## config.mk

```make
export PLATFORM = sky130hd
export DESIGN_NAME = dsi_tx_pixel_unpacker
export DESIGN_NICKNAME = d
export VERILOG_FILES = /design/src/rtl/dsi_tx_pixel_unpacker.sv
export SDC_FILE = /design/constraint.sdc
export NUM_CORES = 1
export LEC_CHECK = 0
export ABC_AREA = 1
export BUFFER_PORTS_ARGS = -buffer_cell sky130_fd_sc_hd__buf_4
export CAP_MARGIN = 30
export CORE_MARGIN = 1
export CORE_UTILIZATION = 45
export DETAILED_ROUTE_END_ITERATION = 8
export HOLD_SLACK_MARGIN = 0.06
export PLACE_DENSITY = 0.75
export SYNTH_ARGS = -nofsm -noshare
export SYNTH_HDL_FRONTEND = slang
export SYNTH_SLANG_ARGS = --single-unit
```

## constraint.sdc

```tcl
create_clock -name clk -period 1.55 [get_ports clk]
set_input_delay 0.0775 -clock clk [delete_from_list [all_inputs] [get_ports clk]]
set_output_delay 0.0775 -clock clk [all_outputs]
set_load 0.005 [all_outputs]
```

## src/rtl/dsi_tx_pixel_unpacker.sv

```systemverilog
// DSI TX pixel unpacker: splits 32-bit show-ahead pixel-buffer words into an LSB-first byte
// stream for the packet assembler, one line at a time. Optional DSI_TX_UNPACKER_UNDERFLOW_CNT_EN.
module dsi_tx_pixel_unpacker #(
    parameter int unsigned BYTE_CNT_WIDTH = 16
) (
    input  logic                      clk,
    input  logic                      rst,
    input  logic [31:0]               fifo_data,
    input  logic                      fifo_not_empty,
    input  logic                      fifo_line_ready,
    output logic                      fifo_read_ack,
    input  logic                      line_start,
    input  logic [BYTE_CNT_WIDTH-1:0] line_bytes,
    output logic                      busy,
    output logic                      line_done,
    output logic [7:0]                out_data,
    output logic                      out_valid,
    input  logic                      out_ready,
    output logic                      out_last
`ifdef DSI_TX_UNPACKER_UNDERFLOW_CNT_EN
    ,
    output logic [15:0]               underflow_cnt
`endif
);

    typedef enum logic [1:0] {
        StIdle,
        StWaitLine,
        StStream
    } state_t;

    state_t                    state_q;
    logic [1:0]                lane_q;
    logic [BYTE_CNT_WIDTH-1:0] remaining_q;
    logic                      line_done_q;

    logic       streaming;
    logic       xfer;
    logic       is_last;
    logic [7:0] lane_byte;

    assign streaming = (state_q == StStream);
    assign is_last   = (remaining_q == BYTE_CNT_WIDTH'(1));
    assign xfer      = out_valid & out_ready;

    always_comb begin
        lane_byte = 8'h00;
        unique case (lane_q)
            2'd0: lane_byte = fifo_data[7:0];
            2'd1: lane_byte = fifo_data[15:8];
            2'd2: lane_byte = fifo_data[23:16];
            2'd3: lane_byte = fifo_data[31:24];
            default: lane_byte = 8'h00;
        endcase
    end

    // Output path is combinational from the show-ahead word; gated so idle/reset reads as zero.
    always_comb begin
        out_valid     = streaming & fifo_not_empty;
        out_data      = out_valid ? lane_byte : 8'h00;
        out_last      = streaming & is_last;
        fifo_read_ack = out_valid & out_ready & ((lane_q == 2'd3) | is_last);
        busy          = (state_q != StIdle);
        line_done     = line_done_q;
    end

    always_ff @(posedge clk or posedge rst) begin
        if (rst) begin
            state_q     <= StIdle;
            lane_q      <= 2'd0;
            remaining_q <= '0;
            line_done_q <= 1'b0;
        end else begin
            line_done_q <= 1'b0;
            case (state_q)
                StIdle: begin
                    if (line_start) begin
                        if (line_bytes != '0) begin
                            remaining_q <= line_bytes;
                            lane_q      <= 2'd0;
                            state_q     <= StWaitLine;
                        end else begin
                            line_done_q <= 1'b1;
                        end
                    end
                end
                StWaitLine: begin
                    if (fifo_line_ready) begin
                        state_q <= StStream;
                    end
                end
                StStream: begin
                    if (xfer) begin
                        remaining_q <= remaining_q - BYTE_CNT_WIDTH'(1);
                        lane_q      <= lane_q + 2'd1;
                        if (is_last) begin
                            state_q     <= StIdle;
                            line_done_q <= 1'b1;
                        end
                    end
                end
                default: state_q <= StIdle;
            endcase
        end
    end

`ifdef DSI_TX_UNPACKER_UNDERFLOW_CNT_EN
    logic stalled;
    logic stall_q;

    // Count rising edges of the stalled condition; stall_q is 0 outside STREAM so an
    // empty buffer on STREAM entry also counts.
    assign stalled = streaming & ~fifo_not_empty;

    always_ff @(posedge clk or posedge rst) begin
        if (rst) begin
            stall_q       <= 1'b0;
            underflow_cnt <= 16'h0000;
        end else begin
            stall_q <= stalled;
            if (stalled && !stall_q && (underflow_cnt != 16'hFFFF)) begin
                underflow_cnt <= underflow_cnt + 16'h0001;
            end
        end
    end
`endif

endmodule

```

# After elaboration in Yosys (flattened, before gate mapping)
# Index checks and enable logic that the tools add are counted.
[totals]
register_bits = 21
elab_cells = 50
[classes]
n_addsub = 2
eq_ne = 11
muxes = 21
n_bitwise = 5
n_reduce_logical = 7
[op_table]
columns = ["cell", "n"]
rows = [
  ["16-bit two-way mux", 3],
  ["16-bit one-hot mux with 2 select lines", 1],
  ["8-bit one-hot mux with 4 select lines", 1],
  ["16-bit by 1-bit == test with 1-bit output, second input constant", 1],
  ["2-bit two-way mux", 8],
  ["16-bit nonzero test", 1],
  ["16-bit by 1-bit subtractor with 16-bit output, second input constant", 1],
  ["8-bit two-way mux", 1],
  ["2-bit == test, second input constant", 3],
  ["2-bit != test, second input constant", 3],
  ["2-bit one-hot mux with 3 select lines", 1],
  ["5-bit AND reduction", 1],
  ["1-bit bitwise AND", 4],
  ["2-bit by 1-bit == test with 1-bit output, second input constant", 2],
  ["2-bit logical NOT", 2],
  ["1-bit two-way mux", 4],
  ["2-bit by 1-bit != test with 1-bit output, second input constant", 2],
  ["2-bit one-hot mux with 2 select lines", 1],
  ["4-bit AND reduction", 1],
  ["2-bit nonzero test", 2],
  ["2-bit by 1-bit adder with 2-bit output, second input constant", 1],
  ["1-bit one-hot mux with 2 select lines", 1],
  ["1-bit bitwise OR", 1],
]

# Longest topological paths before layout
[depth]
ltp_word = 5
mapped_depth = 10
ltp_nobuf = 10

# Least setup slack after synthesis
# Ideal clock, no wire load.
[synth_path]
path_kind = "reg2reg"
start = "reg remaining_q[0]"
end = "reg remaining_q[12]"
setup_time_ns = 0.116
arrival_time_ns = 1.377
required_ns = 1.434
slack_ns = 0.057
path_stages_with_launch = 10
n_path_buf = 0
synth_period_minus_slack_ns = 1.493
path_cell_list = "dfrtp_1 -> inv_1 -> ha_1 -> nand2_1 -> nor2_1 -> nand3_1 -> nand3_1 -> nand2_1 -> nand2_1 -> nand2_1"
[synth_via]
elab_chain_cells = 3
[synth_rtl]
columns = ["item", "line", "text"]
rows = [
  ["from (decl)", "34", "logic [BYTE_CNT_WIDTH-1:0] remaining_q;"],
  ["from (signal assigned)", "79", "remaining_q <= line_bytes;"],
  ["from (signal assigned)", "94", "remaining_q <= remaining_q - BYTE_CNT_WIDTH'(1);"],
  ["16-bit by 1-bit subtractor with 16-bit output", "94", ""],
  ["16-bit two-way mux", "93", "if (xfer) begin"],
  ["16-bit one-hot mux with 2 select lines", "75", "case (state_q)"],
]
# Every way passes these cells. The select of a mux whose other input is x is not followed.
# A chain may end at the register's enable or synchronous reset.

# Worst setup path in the final report
[layout_path]
start = "reg state_q[0]"
end = "out out_data[2]"
[layout_via]
elab_chain_cells = 3
[layout_rtl]
columns = ["item", "line", "text"]
rows = [
  ["from (decl)", "32", "state_t state_q;"],
  ["from (signal assigned)", "69", "state_q <= StIdle;"],
  ["from (signal assigned)", "81", "state_q <= StWaitLine;"],
  ["from (signal assigned)", "89", "state_q <= StStream;"],
  ["2-bit == test", "42", "assign streaming = (state_q == StStream);"],
  ["1-bit bitwise AND", "59", "out_valid = streaming & fifo_not_empty;"],
  ["8-bit two-way mux", "60", "out_data = out_valid ? lane_byte : 8'h00;"],
  ["to (decl)", "16", "output logic [7:0] out_data,"],
]
# Every way passes these cells.

==> reports/qor.yml <==
hold_viol: 0
fp.dieH_um: 66.8
grt_pass1_wl_mm: 9.34
antenna_found_initial: 0
dp.cells: 429
holdWs_ns: 0.0785
yosysWarnings: 0
synth_cell_types: 30
relSlewSlack: 0.702
power.share.clock: 0.066
antennaDiodeCount: 0
syn-num-nets: 367
cts.sinks: 21
grt_overflow: 0
final_cells: 447
clockBufferDepth: 2
status: "finished, violations left"
area_growth_pct: 47.5
finalSetupViolCount: 10
grt_use_total: 0.276
via_per_inst: 5.17
worst_slew_pin_slew_ns: 0.446
drc: 0
synth_edf_count: 0
yosys.area_share.simple: 0.428
p_comb_frac: 0.732
critical_path.max_fanout: 5
ys_ff_latch: 21
fin_nets: 458
synth_area_leader_cell: "dfrtp_1"
port_buffers: 66
rows: 23
swShare: 0.507
period_minus_slack_ns: 1.61
yosys-top-cells-area: "dfrtp_1, nand2_1, nor2_1, nand3_1, inv_1"
die_area_sq_mm: 0.00446
dr.first_iter.drc_count: 105
p_per_area_mw_per_mm2: 1980
yosysSeqAreaShare: 0.278
totalWireLength_mm: 5.80
wl_per_cell_um: 13.0
yosysMostFrequentCell: "nand2_1"
nFillCells: 367
netlist.area_leader.share: 0.278
synth_ff_type: "dfrtp_1"
reg2reg_to: "remaining_q[6]"
firstDrtPassIters: 4
numCtsBuffers: 3
fin_crit_sh: 1.04
syn-mean-instance-area_sq_um: 6.15
synth_top_family_by_area: "simple AND/OR/NAND/NOR gates"
postLayoutCoreUtil: 0.692
synth-xor-area-share: 0
initial_core_util: 0.469
endpoint_kind: "output pin"
final_antenna_net_count: 0
reg2reg_depth: 9
grt_pass1_vias: 2148
hp-start: "line_start"
synth_compound_area_frac: 0.156
rrSetupSlack_ns: -0.01
r2r-start: "state_q[0]"
failed_checks: "setup timing"
seq_power_share: 0.202
switchingPower_mw: 2.80
top_level_ports: 67
gp_congestion: 0.838
whs_endpoint: "line_done"
async_flop_share: 1.00
crit_arrival_ns: 1.53
syn_area_sq_mm: 0.00189
min_path_type: "in -> reg"
cts_max_level: 1
cp-start-kind: "flop"
core-area_sq_mm: 0.00403
fmaxAchievable_mhz: 622
path_clk_slew_ns: 0.08
required_ns: 1.47
pre_cts_ws_ns: -0.128
grt_max_degree: 22
worst_ir_drop_vdd_v: 0.00103
drive_above_1_share: 0.385
synth_mux_area_frac: 0
worstSkewPairLatency_ns: 0.26
dp_hpwl_mm: 4.12
fin_skew_ns: 0.00520
cts_tree: "yes"
synthAdderAreaFrac: 0.0397
die_w_um: 66.8
p_int_mw: 2.72
postLayoutSetupSlackWorst_ns: -0.0578
max-cap-violations: 0
p_leak_nw: 1.43
critical_path_class: "reg -> out"
vias: 2313
slew_viol_final: 0
cts_root_buffer: "clkbuf_8"
syn_inst: 307
hold_path_depth: 3
setup_tns_ns: -0.216
rsz0062_at_grt: "yes"
ys_top_cells_by_count: "nand2_1, nor2_1, inv_1, nand3_1, dfrtp_1"
-- per-stage QoR --
step,instance area (sq um),power (mW)
2_1_floorplan,1890,3.47
3_3_place_gp,2500,4.32
3_5_place_dp,2500,4.42
4_1_cts,2730,5.34
5_1_grt,2790,6.04
6_report,2790,5.51
-- logic make-up after synthesis --
| logic type | count (synthesis) |
|---|---|
| compound gates | 48 |
| fa+ha+maj | 6 |
| buf+inv | 42 |
| flops | 21 |
| simple gates | 190 |
-- sequential cells by signal, summed over array words and instances, names as in the netlist --
name,cells
remaining_q,16
line_done,1
lane_q,2
state_q,2
-- area by class of cell --
type	count	area, sq um	area share
multi-input combinational	245	1280	0.460
clock buffer	4	45.0	0.0162
sequential	21	528	0.189
inverter	33	129	0.0463
tap	50	62.6	0.0225
timing repair buffer	94	739	0.265
-- worst max path at each step --
stage	startpoint	slack, ns	depth (start not counted)	end
2_1_floorplan	remaining_q[0]	0.06	9	remaining_q[12]
3_3_place_gp	state_q[1]	-0.02	8	remaining_q[6]
3_5_place_dp	state_q[1]	-0.13	8	remaining_q[6]
4_1_cts	state_q[0]	-0.07	8	out_data[1]
5_1_grt	remaining_q[2]	-0.14	6	fifo_read_ack
6_report	state_q[0]	-0.06	8	out_data[2]
-- power groups by stage --
| stage | Clock [mW] | Sequential (mW) | Combinational [mW] |
|---|---|---|---|
| final | 0.366 | 1.11 | 4.03 |
| after global routing | 0.389 | 1.15 | 4.50 |
| after CTS | 0.373 | 1.09 | 3.88 |
| after detailed placement | 0 | 1.08 | 3.34 |
| after global placement | 0 | 1.07 | 3.25 |
| after floorplan | 0 | 1.03 | 2.44 |
-- metal layers --
layer | up-vias | track usage | routed length, um
met5 | - | 0 | 0
met4 | 0 | 0.0904 | 111
met3 | 8 | 0.0325 | 427
met2 | 96 | 0.500 | 2920
met1 | 1049 | 0.333 | 2350
li1 | 1160 | - | -
-- critical path, stage by stage (launching register included) --
cell	delay [ns]
dfrtp_1	0.39
inv_2	0.08
nand2_4	0.06
buf_12	0.12
nor2_4	0.10
buf_6	0.15
o21ai_2	0.05
a31oi_1	0.17
buf_4	0.14
-- timing repair --
item,4_1_cts,5_1_grt
pin swaps,7,4
endpoints found under the setup margin,25,29
hold endpoints to repair,21,0
setup buffers,9,2
gates cloned,2,0
hold buffers,1,0
gates resized for setup,36,15
-- placed cells by master, fill, tap and decap left out --
| cell type | synthesis | final |
|---|---|---|
| ha_2 | 0 | 3 |
| dlygate4sd3_1 | 0 | 1 |
| dfrtp_1 | 21 | 19 |
| nand2_1 | 110 | 110 |
| inv_1 | 30 | 24 |
| nand3_2 | 1 | 3 |
| o21ai_2 | 9 | 17 |
| nand3b_1 | 1 | 1 |
| or2_2 | 3 | 3 |
| ha_1 | 6 | 2 |
| nor2_4 | 2 | 5 |
| buf_6 | 2 | 5 |
| nand4_1 | 1 | 1 |
| a21oi_2 | 1 | 1 |
| o22ai_1 | 1 | 1 |
| o21ai_0 | 16 | 8 |
| dfrtp_2 | 0 | 2 |
| nand2_2 | 6 | 5 |
| a21oi_1 | 9 | 9 |
| buf_12 | 0 | 1 |
| nor2_1 | 38 | 33 |
| o21a_1 | 1 | 1 |
| buf_4 | 0 | 87 |
| inv_2 | 3 | 7 |
| o21ai_1 | 2 | 2 |
| o21bai_1 | 1 | 1 |
| clkbuf_8 | 0 | 3 |
| nand3_1 | 24 | 22 |
| inv_4 | 0 | 2 |
| a31oi_1 | 8 | 8 |
| ha_4 | 0 | 1 |
| nor4_2 | 0 | 1 |
| nor2_2 | 2 | 5 |
| clkbuf_1 | 2 | 1 |
| nand2_4 | 1 | 2 |
(Power assumes the default switching activity.)
